--- src/rtl/pattern_fetch.sv ---
// Pattern-word fetcher: reads one background word and up to NUM_SPRITES sprite words
// during horizontal blank, buffers them, and hands them to the shift registers on commit.
module pattern_fetch #(
  parameter int NUM_SPRITES = 8,
  parameter int ADDR_W      = 16,
  parameter int DATA_W      = 32
) (
  input  logic              clk,
  input  logic              reset,
  input  logic              start,
  input  logic              commit,
  input  logic [3:0]        sprite_count,
  input  logic [ADDR_W-1:0] sprite_addr [NUM_SPRITES-1:0],
  input  logic [ADDR_W-1:0] bg_addr,
  output logic              mem_rd,
  output logic [ADDR_W-1:0] mem_addr,
  input  logic [DATA_W-1:0] mem_rdata,
  input  logic              mem_rvalid,
  output logic [DATA_W-1:0] load_data [NUM_SPRITES:0],
  output logic              load_sprite,
  output logic              load_background,
  output logic              busy,
  output logic              ready,
  output logic              overrun
);

  localparam logic [3:0] MAX_CNT = 4'(NUM_SPRITES);

  typedef enum logic [1:0] {IDLE, REQ, WAIT, READY} state_t;

  state_t            state_q, state_d;
  logic [3:0]        count_q, count_d;
  logic [3:0]        idx_q, idx_d;
  logic              overrun_q, overrun_d;
  logic              load_q, load_d;
  logic              take_start;
  logic              capture;
  logic [ADDR_W-1:0] cur_addr;
  logic [ADDR_W-1:0] bg_addr_q;
  logic [ADDR_W-1:0] spr_addr_q [NUM_SPRITES-1:0];
  logic [DATA_W-1:0] buf_q [NUM_SPRITES:0];

  // Fetch index 0 is the background; index k>0 is sprite slot k-1.
  always_comb begin
    state_d    = state_q;
    count_d    = count_q;
    idx_d      = idx_q;
    overrun_d  = overrun_q;
    load_d     = 1'b0;
    take_start = 1'b0;
    capture    = 1'b0;
    case (state_q)
      IDLE: begin
        if (commit) overrun_d = 1'b1;
        if (start) begin
          take_start = 1'b1;
          state_d    = REQ;
        end
      end
      REQ: begin
        if (start || commit) overrun_d = 1'b1;
        state_d = WAIT;
      end
      WAIT: begin
        if (start || commit) overrun_d = 1'b1;
        if (mem_rvalid) begin
          capture = 1'b1;
          if (idx_q == count_q) begin
            state_d = READY;
          end else begin
            idx_d   = idx_q + 4'd1;
            state_d = REQ;
          end
        end
      end
      READY: begin
        if (commit) begin
          load_d  = 1'b1;
          state_d = IDLE;
          if (start) overrun_d = 1'b1;
        end else if (start) begin
          take_start = 1'b1;
          state_d    = REQ;
        end
      end
      default: state_d = IDLE;
    endcase
    if (take_start) begin
      count_d = (sprite_count > MAX_CNT) ? MAX_CNT : sprite_count;
      idx_d   = 4'd0;
    end
  end

  always_ff @(posedge clk or negedge reset) begin
    if (!reset) begin
      state_q   <= IDLE;
      count_q   <= 4'd0;
      idx_q     <= 4'd0;
      overrun_q <= 1'b0;
      load_q    <= 1'b0;
    end else begin
      state_q   <= state_d;
      count_q   <= count_d;
      idx_q     <= idx_d;
      overrun_q <= overrun_d;
      load_q    <= load_d;
    end
  end

  always_ff @(posedge clk or negedge reset) begin
    if (!reset) begin
      bg_addr_q <= '0;
      for (int i = 0; i < NUM_SPRITES; i++) spr_addr_q[i] <= '0;
    end else if (take_start) begin
      bg_addr_q <= bg_addr;
      for (int i = 0; i < NUM_SPRITES; i++) spr_addr_q[i] <= sprite_addr[i];
    end
  end

  // Sprite slots are cleared on start so unfetched sprites stay transparent.
  always_ff @(posedge clk or negedge reset) begin
    if (!reset) begin
      for (int i = 0; i <= NUM_SPRITES; i++) buf_q[i] <= '0;
    end else if (take_start) begin
      for (int i = 0; i < NUM_SPRITES; i++) buf_q[i] <= '0;
    end else if (capture) begin
      if (idx_q == 4'd0) buf_q[NUM_SPRITES] <= mem_rdata;
      for (int i = 0; i < NUM_SPRITES; i++) begin
        if (idx_q == 4'(i + 1)) buf_q[i] <= mem_rdata;
      end
    end
  end

  always_comb begin
    cur_addr = bg_addr_q;
    for (int i = 0; i < NUM_SPRITES; i++) begin
      if (idx_q == 4'(i + 1)) cur_addr = spr_addr_q[i];
    end
  end

  assign mem_rd          = (state_q == REQ);
  assign mem_addr        = mem_rd ? cur_addr : '0;
  assign busy            = (state_q == REQ) || (state_q == WAIT);
  assign ready           = (state_q == READY);
  assign load_sprite     = load_q;
  assign load_background = load_q;
  assign overrun         = overrun_q;

  genvar gi;
  generate
    for (gi = 0; gi <= NUM_SPRITES; gi++) begin : g_load
      assign load_data[gi] = buf_q[gi];
    end
  endgenerate

endmodule

--- config.mk ---
export PLATFORM = sky130hd
export DESIGN_NAME = pattern_fetch
export DESIGN_NICKNAME = d
export VERILOG_FILES = /design/src/rtl/pattern_fetch.sv
export SDC_FILE = /design/constraint.sdc
export NUM_CORES = 1
export LEC_CHECK = 0
export BUFFER_PORTS_ARGS = -buffer_cell sky130_fd_sc_hd__buf_2
export CORE_ASPECT_RATIO = 0.75
export CORE_UTILIZATION = 35
export DETAILED_ROUTE_END_ITERATION = 10
export PLACE_DENSITY = 0.63
export SLEW_MARGIN = 20
export SYNTH_ARGS = -nofsm -noshare
export SYNTH_HDL_FRONTEND = slang
export SYNTH_SLANG_ARGS = --single-unit
export TNS_END_PERCENT = 100
--- constraint.sdc ---
create_clock -name clk -period 4.9 [get_ports clk]
set_input_delay 0.49 -clock clk [delete_from_list [all_inputs] [get_ports clk]]
set_output_delay 0.49 -clock clk [all_outputs]
set_load 0.02 [all_outputs]
==> flow_metrics.py <==
metrics = {
    "outcome": {
        "outcome": "finished, final reports clean",
    },
    "clocking": {
        "cts_tree": "built",
        "insertion_delay_ns": 0.57,
        "cts_resized": 0,
        "numCtsBuffers": 47,
        "cts.reportedPaths.clkPinSlew_ns": 0.06,
        "h-tree-depth": 2,
        "cts.path.max_buffers": 3,
        "cts-root-buf": "clkbuf_16",
        "holdBufCountCts": 0,
        "clock_sinks": 444,
        "cts_setup_buffers": 0,
    },
    "place": {
        "port-buffer-count": 494,
        "pre_cts_slack_ns": 1.33,
        "dpl.cell_count": 3231,
        "dpl-instance-area_um2": 21900,
        "hpwl_um": 48400,
        "place_congestion": 0.942,
    },
    "detailed_routing": {
        "viasPerCell": 5.18,
        "drt_iter0_drc": 1715,
        "wl_per_cell_um": 21.1,
        "wl_um": 70000,
        "met3_length_um": 5670,
        "drc_errors": 0,
        "vias": 17203,
        "wl_met1_um": 30900,
        "highest-signal-layer": "met4",
        "postRouteAntennaNets": 0,
        "dr_wl_met2_um": 30800,
        "drt-pass1-iter-count": 5,
    },
    "critical_path": {
        "cpPeakStageDelay_ns": 0.80,
        "rrSetupSlack_ns": 1.58,
        "path_cells": "inv_1 > ha_1 > nand3b_1 > buf_4 > nand2_1 > nand3_1 > a211oi_1 > buf_2",
        "arrival_ns": 3.67,
        "r2r_end": "load_data[197]",
        "cp_num_buf_inv": 3,
        "worstPathRequired_ns": 4.41,
        "path_class": "flip-flop to output port",
        "cp-start-kind": "flip-flop",
        "cp-end-kind": "output port",
        "crit_family": "adder cells",
        "critPathMaxFanout": 23,
        "worstReg2RegStart": "idx_q[1]",
        "r2r_cells": 6,
        "crit_slowest_cell": "ha_1",
    },
    "yosys": {
        "netlist_instances": 2183,
        "synth-seq-cells": 444,
        "synth-main-ff-cell": "dfrtp_1",
        "postSynthAreaPerCell_um2": 8.71,
        "synth_cell_types": 44,
        "syn_area_um2": 19000,
        "yosys_warnings": 0,
        "async_reset_ff_share_pct": 100,
        "synth_edf_count": 0,
        "synth-seq-area-share_pct": 58.4,
        "syn_nets": 2377,
    },
    "floorplan": {
        "fp.dieArea_um2": 55300,
        "core_um2": 53300,
        "dieHeight_um": 204,
        "initial_core_util_pct": 35.6,
        "die_x_um": 271,
        "num_rows": 73,
        "io_pins": 495,
    },
    "power_and_ir_drop": {
        "p_total_mw": 12.8,
        "power_density_nw_per_um2": 544,
        "p_int_mw": 7.94,
        "ir_drop_v": 0.000286,
        "combPwrFrac_pct": 30.4,
        "p_leak_nw": 12.0,
        "swShare_pct": 37.9,
        "p_sw_mw": 4.85,
        "clkPwrFrac_pct": 28.6,
        "seq_power_share_pct": 41.0,
    },
    "grt": {
        "grt_max_degree": 194,
        "grt_use_total_pct": 24.8,
        "grt_pass1_wl_um": 104000,
        "first_global_vias": 16655,
        "antenna_found_initial": 2,
        "gr-total-overflow": 0,
    },
    "timing": {
        "whs_ns": 0.00410,
        "worstMarginPinSlew_ns": 1.05,
        "max_slew_margin_pct": 29.6,
        "worst_slack_ns": 0.741,
        "worst_clock_skew_ns": 0.0190,
        "setup_viol": 0,
        "max_freq_ghz": 0.240,
        "timing.setup.tns_ns": 0,
        "finalHoldViolations": 0,
        "fin_crit_sh_pct": 84.9,
        "min_period_ns": 4.16,
        "rsz0062_at_grt": "false",
        "maxSlewViolCount": 0,
    },
    "cells_and_area": {
        "syn2layout_area_growth_pct": 23.6,
        "stdcell_count": 3319,
        "stdcell_area_um2": 23500,
        "final_util_pct": 44.1,
        "mostFrequentLayoutCells": "1014 x nand2_1, 493 x buf_2, 444 x dfrtp_1, 266 x a21oi_1, 47 x clkbuf_16",
        "drive_above_1_share_pct": 24.5,
        "layout_commonest_cell": "nand2_1",
        "nNetsFinal": 2763,
    },
    "hold_path": {
        "hp-class": "primary input to async pin",
    },
    "flow_run": {
        "maxCapViolations": 0,
    },
}
## power groups by stage
stage | clock [mW] | combinational (mW) | sequential (mW)
CTS | 3.73 | 3.88 | 5.21
detailed placement | 0 | 3.87 | 5.25
floorplan | 0 | 2.22 | 5.37
global route | 3.89 | 4.24 | 5.32
global placement | 0 | 3.79 | 5.25
finish | 3.66 | 3.89 | 5.24
## worst reg2reg max path, delay by kind of cell, from the launching register on
family / cells / cell delay, ns
adders and majority gates: 1 / 0.89
DFF: 1 / 0.47
and+or+nand+nor: 3 / 1.28
AOI/OAI and AO/OA: 1 / 0.16
buffers and inverters: 1 / 0.43
## per-layer routing
layer / track usage, % / up-vias
met1: 35.1 / 8490
met5: 0 / -
met2: 37.1 / 771
li1: - / 7785
met3: 5.52 / 157
met4: 9.63 / 0
## worst max path at each step
| stage | start | slack [ns] | cells after the start | to |
|---|---|---|---|---|
| final | idx_q[0] | 0.74 | 8 | mem_addr[0] |
| after detailed placement | idx_q[0] | 1.33 | 8 | mem_addr[1] |
| after floorplan | idx_q[0] | 2.31 | 7 | mem_addr[10] |
| after global routing | idx_q[0] | 0.54 | 8 | mem_addr[0] |
| after CTS | idx_q[0] | 0.73 | 8 | mem_addr[1] |
| after global placement | idx_q[0] | 1.41 | 8 | mem_addr[1] |
## sequential cells by signal, indices dropped and copies added, names as in the netlist
signal	count
bg_addr_q	16
idx_q	4
count_q	4
spr_addr_q	128
load_data	288
state_q	2
load_background	1
overrun	1
## kinds of logic after synthesis
group	after synthesis	share of synthesized area, %
AND/OR/NAND/NOR	1136	24.1
flip-flops	444	58.4
buffers and inverters	191	4.23
AO/OA/AOI/OAI	366	10.6
XOR/XNOR	5	0.230
multiplexers	32	1.90
adder cells (fa/ha/maj)	9	0.592
## area by class of cell
type	count	area, µm²
inverter	8	30.0
clock buffer	68	1330
sequential	444	11100
fill	5273	29800
multi-input combinational	1548	7150
timing repair buffer	520	2750
clock inverter	18	238
antenna	1	2.50
tap	712	891
## synth_stat cells, drive strengths merged, types with 2 or more instances
library cell / count / area, µm²
o21ai: 42 / 210
clkbuf: 116 / 435
buf: 67 / 338
o22ai: 15 / 93.8
ha: 9 / 113
nand2b: 17 / 106
nand3b: 20 / 150
nand4: 14 / 87.6
dfrtp: 444 / 11100
inv: 8 / 30.0
a211oi: 14 / 105
xor2: 4 / 35.0
nor3: 2 / 15.0
a22oi: 2 / 15.0
o31ai: 2 / 15.0
o21a: 2 / 15.0
nor2: 9 / 38.8
nor2b: 22 / 138
and3: 5 / 31.3
mux2: 32 / 360
nand3: 24 / 120
nand2: 1014 / 3810
o2111ai: 15 / 131
or3: 2 / 12.5
and2: 2 / 12.5
a21oi: 267 / 1340
Note: power is estimated with default switching activity, not from simulation.
